==> src/rtl/tdm_demux_1to4.sv <==
// One-to-four TDM demultiplexer: frame_sync-aligned samples fan out to four registered slot outputs.
// Define TDM_DEMUX_ERRCNT_EN to add the saturating 8-bit err_cnt output.
module tdm_demux_1to4 #(
    parameter int unsigned WIDTH = 8
) (
    input  logic             clk,
    input  logic             rst,
    input  logic [WIDTH-1:0] din,
    input  logic             din_valid,
    input  logic             frame_sync,
    output logic [WIDTH-1:0] dout0,
    output logic [WIDTH-1:0] dout1,
    output logic [WIDTH-1:0] dout2,
    output logic [WIDTH-1:0] dout3,
    output logic [3:0]       dout_valid,
    output logic             frame_done,
    output logic             sync_err,
    output logic             locked
`ifdef TDM_DEMUX_ERRCNT_EN
    ,
    output logic [7:0]       err_cnt
`endif
);

    typedef enum logic {StIdle, StRun} state_e;

    state_e                  state_q, state_d;
    logic [1:0]              slot_q, slot_d;
    logic [3:0][WIDTH-1:0]   dout_q, dout_d;
    logic [3:0]              dv_q, dv_d;
    logic                    fd_q, fd_d;
    logic                    se_q, se_d;

    always_comb begin
        state_d = state_q;
        slot_d  = slot_q;
        dout_d  = dout_q;
        dv_d    = '0;
        fd_d    = 1'b0;
        se_d    = 1'b0;
        if (din_valid) begin
            if (frame_sync) begin
                // A sync mid-frame abandons the partial frame but still starts a new one.
                se_d      = (state_q == StRun) && (slot_q != 2'd0);
                dout_d[0] = din;
                dv_d      = 4'b0001;
                slot_d    = 2'd1;
                state_d   = StRun;
            end else if (state_q == StRun) begin
                if (slot_q == 2'd0) begin
                    se_d    = 1'b1;
                    state_d = StIdle;
                end else begin
                    dout_d[slot_q] = din;
                    dv_d[slot_q]   = 1'b1;
                    fd_d           = (slot_q == 2'd3);
                    slot_d         = slot_q + 2'd1;
                end
            end
        end
    end

    always_ff @(posedge clk) begin
        if (rst) begin
            state_q <= StIdle;
            slot_q  <= 2'd0;
            dout_q  <= '0;
            dv_q    <= '0;
            fd_q    <= 1'b0;
            se_q    <= 1'b0;
        end else begin
            state_q <= state_d;
            slot_q  <= slot_d;
            dout_q  <= dout_d;
            dv_q    <= dv_d;
            fd_q    <= fd_d;
            se_q    <= se_d;
        end
    end

    assign dout0      = dout_q[0];
    assign dout1      = dout_q[1];
    assign dout2      = dout_q[2];
    assign dout3      = dout_q[3];
    assign dout_valid = dv_q;
    assign frame_done = fd_q;
    assign sync_err   = se_q;
    assign locked     = (state_q == StRun);

`ifdef TDM_DEMUX_ERRCNT_EN
    logic [7:0] err_cnt_q, err_cnt_d;

    always_comb begin
        err_cnt_d = err_cnt_q;
        if (se_d && (err_cnt_q != 8'hFF)) begin
            err_cnt_d = err_cnt_q + 8'd1;
        end
    end

    always_ff @(posedge clk) begin
        if (rst) begin
            err_cnt_q <= 8'd0;
        end else begin
            err_cnt_q <= err_cnt_d;
        end
    end

    assign err_cnt = err_cnt_q;
`endif

endmodule

==> config.mk <==
export PLATFORM = sky130hd
export DESIGN_NAME = tdm_demux_1to4
export DESIGN_NICKNAME = d
export VERILOG_FILES = /design/src/rtl/tdm_demux_1to4.sv
export SDC_FILE = /design/constraint.sdc
export NUM_CORES = 1
export LEC_CHECK = 0
export BUFFER_PORTS_ARGS = -buffer_cell sky130_fd_sc_hd__clkbuf_2
export CAP_MARGIN = 20
export CORE_UTILIZATION = 49
export CTS_CLUSTER_SIZE = 28
export DETAILED_ROUTE_END_ITERATION = 12
export GPL_TIMING_DRIVEN = 0
export PLACE_DENSITY = 0.78
export SETUP_SLACK_MARGIN = 0.2
export SYNTH_ARGS = -nofsm -noshare
export SYNTH_HDL_FRONTEND = slang
export SYNTH_SLANG_ARGS = --single-unit
==> constraint.sdc <==
create_clock -name clk -period 2.1 [get_ports clk]
set_input_delay 0.315 -clock clk [delete_from_list [all_inputs] [get_ports clk]]
set_output_delay 0.315 -clock clk [all_outputs]
set_load 0.05 [all_outputs]
Word level (Yosys, flattened, before mapping)

Cells that the tools add are included.

Bits in writable memories: 0
Latch bits: 0
Input port bits: 12
Word-level logic and storage cells: 48
Output and inout bits: 39
ROM bits: 0
Register bits: 41
Memories kept: 0

Equality and inequality tests: 2
Order comparisons: 2
Shifts and indexed selects: 0
Add/sub/neg operators: 1
Multiplexer cells: 20
Multipliers: 0
Reductions and logical operators: 9
Divide/modulo/power cells: 0
Bitwise gates (word level): 4

Operator list:

| cell                                                                                | count |
|---|---|
| 32-bit bitwise mux                                                                  | 1 |
| 8-bit two-way mux                                                                   | 4 |
| 8-bit demux with 2-bit select                                                       | 1 |
| 1-bit two-way mux                                                                   | 10 |
| 2-bit two-way mux                                                                   | 3 |
| 5-bit OR reduction                                                                  | 1 |
| 1-bit inverter                                                                      | 4 |
| 4-bit AND reduction                                                                 | 1 |
| 2-bit nonzero test                                                                  | 2 |
| 2-bit by 3-bit less-than comparator with 1-bit output, second input constant        | 1 |
| 3-bit AND reduction                                                                 | 1 |
| 2-bit by 1-bit adder with 2-bit output, second input constant                       | 1 |
| 1-bit demux with 2-bit select                                                       | 1 |
| 2-bit equality test, second input constant                                          | 1 |
| 2-bit by 1-bit greater-or-equal comparator with 1-bit output, second input constant | 1 |
| 1-bit logical AND                                                                   | 2 |
| 2-bit zero test                                                                     | 1 |
| 2-bit != test, second input constant                                                | 1 |
| 2-bit OR reduction                                                                  | 1 |

Depth between registers and ports, before layout

Depth after elaboration: 8
Depth in mapped cells: 7
Gate-level depth less buffers: 5

Worst setup path after synthesis

No wires, ideal clock.

Path type: register to register
Start point: register state_q (netlist: locked)
End point: register dout_q (netlist bit dout2[1])
Setup slack: 448 ps
Setup time: 72 ps
Data arrival time: 1580 ps
Cell stages (with the launch flop): 6
Cells stage by stage: dfxtp_1 -> nor4bb_1 -> buf_2 -> and2_1 -> buf_6 -> mux2i_1

Longest elaborated chain between the ends: 1

RTL lines:

| element                              | RTL line | RTL |
|---|---|---|
| start: declaration                   | 27       | `state_e state_q, state_d;` |
| start signal: assignment             | 65       | `state_q <= StIdle;` |
| start signal: assignment             | 72       | `state_q <= state_d;` |
| 4-bit AND reduction (no source line) | n/a      |  |
| end signal: assignment               | 74       | `dout_q <= dout_d;` |
| end: declaration                     | 29       | `logic [3:0][WIDTH-1:0] dout_q, dout_d;` |

Every way passes these cells.
A chain may end at the register's enable or synchronous reset.

Final worst setup path

Start point: register slot_q[1]
End point: register dout_q (netlist bit dout2[6])

Longest elaborated chain between the ends: 5
Elaborated cells between the ends (all ways): 9
Those cells by class: order compare (2); mux (3); bitwise (1); reduce/logical (3)

RTL lines:

| element                                                                                                                                                            | RTL line | RTL |
|---|---|---|
| start: declaration                                                                                                                                                 | 28       | `logic [1:0] slot_q, slot_d;` |
| start signal: assignment                                                                                                                                           | 73       | `slot_q <= slot_d;` |
| 2-bit by 3-bit less-than comparator with 1-bit output (not written as such) / 2-bit by 1-bit greater-or-equal comparator with 1-bit output (equally long branches) | 54       | `dout_d[slot_q] = din;` |
| 1-bit logical AND (not written as such)                                                                                                                            | 54       |  |
| 8-bit two-way mux (not written as such)                                                                                                                            | 54       |  |
| 8-bit demux with 2-bit select                                                                                                                                      | 54       |  |
| 32-bit bitwise mux                                                                                                                                                 | 54       |  |

Parallel ways exist; a longest one is shown, timed or not.

==> impl_metrics.csv <==
group,metric,value,unit
cells_and_area,drive_gt1_frac,0.295,
sta,worstMarginPinSlew,407,ps
cells_and_area,n_antenna_cell,0,
logic_synthesis,syn_avg_cell_area,9.89,um2
cts,postCtsHoldBufs,0,
global_route,grt_pass1_wl,5.50,mm
logic_synthesis,synth_edf_count,0,
floorplanning,start_util,0.524,
logic_synthesis,synth_area_leaders,"dfxtp_1 50%, mux2i_1 15%, nand2b_1 13%",
min_path,hold_end,"dout0[3]",
routing,antenna_left,0,
sta,setup_tns,0,ps
cts,clock-sinks,40,
logic_synthesis,async_flop_share,0,
floorplanning,core_area,3080,um2
setup_path,ff2ff_path_depth,7,
logic_synthesis,synth_seq_area_share,0.497,
pwr,pwr-share-seq,0.588,
setup_path,reg2reg_from,"slot_q[1]",
pwr,p_clk_frac,0.319,
sta,rsz0062_at_grt,"no",
routing,firstDrtPassIters,4,
pwr,pwr-share-comb,0.093,
sta,finalCritPeriodShare,0.823,
logic_synthesis,ys.flop_type,"dfxtp_1",
min_path,min_from,"din[3]",
logic_synthesis,yosys.area.top_type_share,0.497,
routing,drt_iter0_drc,64,
cts,cts_made_buffers,5,
sta,finClkSkew,9.06,ps
setup_path,rrSetupSlack,370,ps
placement,port_buffers,49,
cts,cts_root_buf,"clkbuf_4",
placement,placedCellCount,256,
floorplanning,core.rowCount,20,
placement,dp_hpwl,2.56,mm
cells_and_area,syn2layout_area_growth,23.4,%
pwr,total_power,1320,uW
global_route,grt_max_degree,14,
setup_path,cp.required,2380,ps
cts,clkTransAtPathRegs,120,ps
job,cap_violations,0,
sta,hold_viol,0,
routing,vias,1296,
setup_path,critPathLaunch,"slot_q[1]",
routing,via_per_inst,4.91,
routing,drc,0,
min_path,hp-class,"in -> reg",
setup_path,cp_max_fo,6,
sta,period_needed,1730,ps
sta,fmax,578,MHz
sta,slew_headroom,0.729,
cts,htree_levels,2,
logic_synthesis,synth_area,1610,um2
setup_path,path_class,"reg -> reg",
pwr,ir_worst_vdd,0.000502,V
cts,clock_path_buffers,2,
logic_synthesis,synth_cells,163,
floorplanning,die_h,59.4,um
routing,drt-wirelength-per-cell,13.1,um
routing,wl,3.45,mm
run_status,status,"completed",
floorplanning,pin_count,51,
global_route,grt.overflow.total,0,
pwr,leakage,0.000961,uW
sta,setup_viol,0,
floorplanning,die_area,3520,um2
logic_synthesis,syn_nets,180,
floorplanning,die_w,59.4,um
cells_and_area,nets,236,
pwr,power_density,666,nW/um2
setup_path,r2r-end,"dout2[6]",
cts,cts_resized,0,
cells_and_area,final_cell_mix,"49 x clkbuf_2, 39 x dfxtp_1, 33 x nand2b_1",
logic_synthesis,synth-seq-cells,40,
pwr,swShare,0.265,
placement,gp_congestion,0.790,
setup_path,critPathLaunchType,"flip-flop",
global_route,grtUsageTotal,0.214,
cts,worstSkewPairLatency,350,ps
min_path,hold_depth,3,
setup_path,arrival,2010,ps
logic_synthesis,ys_types,22,
setup_path,end_kind,"flip-flop",
logic_synthesis,yosys_warnings,0,
pwr,switchingPower,351,uW
global_route,grt_antenna_before_repair,0,
pwr,p_int,973,uW
logic_synthesis,yosys.area.top_type,"dfxtp_1",
cells_and_area,final_cells,264,
sta,drv_slew,0,
global_route,grt_pass1_vias,1220,
cts,post_cts_buffers,0,
cells_and_area,mostFrequentLayoutCell,"clkbuf_2",
cts,cts_tree,"built",
-- worst max path at each step --
stage	depth (start not counted)	end	slack (ps)
CTS	7	dout2[5]	300
floorplan	5	dout2[1]	450
global placement	7	dout2[5]	390
detailed placement	7	dout2[5]	330
global route	7	dout2[5]	200
finish	7	dout2[6]	370
-- cell families (layout without fill, tap and decap cells) --
logic type | Yosys count | count (layout) | synth area share
buf+inv | 11 | 68 | 0.0341
flops | 40 | 40 | 0.497
compound gates | 14 | 14 | 0.0481
mux | 24 | 24 | 0.149
simple gates | 69 | 69 | 0.234
fa+ha+maj | 5 | 5 | 0.0388
-- layout make-up --
class / count / area [um2]
fillers: 277 / 1090
flip-flops and latches: 40 / 802
multi-input cells: 112 / 763
repair buffers: 49 / 245
well taps: 44 / 55.1
clock buffers: 6 / 51.3
plain buffers: 9 / 50.0
clock inverters: 2 / 15.0
inverters: 2 / 7.51
-- cells in the mapped netlist, types with 2 or more instances --
master / count
nand2b_1: 33
a21oi_1: 10
inv_1: 2
nor2_1: 6
ha_1: 5
buf_2: 2
nor4bb_1: 2
and2_1: 3
nand2_1: 21
clkbuf_1: 5
dfxtp_1: 40
mux2i_1: 24
-- worst max-delay path, stage by stage (launching register included) --
cell      delay, ps
dfxtp_1         400
inv_1           110
ha_1            230
nor4bb_2        270
buf_4           190
and2_1          140
buf_6           140
mux2i_1         180
-- power by group through the flow --
stage	Sequential (uW)	Clock (uW)	Combinational (uW)
after global routing	780	461	134
after global placement	794	0	120
final	778	422	124
after floorplan	826	0	51.0
after CTS	778	429	123
after detailed placement	795	0	123
-- routing by layer --
metal,GRT usage,routed length (um)
met4,0.0816,38
met2,0.366,1730
met1,0.254,1530
met5,0,0
met3,0.0590,149
-- state kept, by name (all words and copies together) (netlist names) --
signal	count
dout0	8
dout1	8
dout2	8
dout3	8
dout_valid	4
locked	1
slot_q	2
sync_err	1
-- stage by stage --
| step | hold slack [ps] | setup WS, ps | util | cell area, um2 |
|---|---|---|---|---|
| floorplan | 427 | 448 | - | 1610 |
| finish | 188 | 371 | 0.646 | 1990 |
| global placement | 446 | 390 | 0.622 | 1910 |
| CTS | 181 | 299 | 0.643 | 1980 |
| detailed placement | 463 | 326 | 0.622 | 1910 |
| global route | 186 | 203 | 0.646 | 1990 |
(Power assumes the default switching activity.)
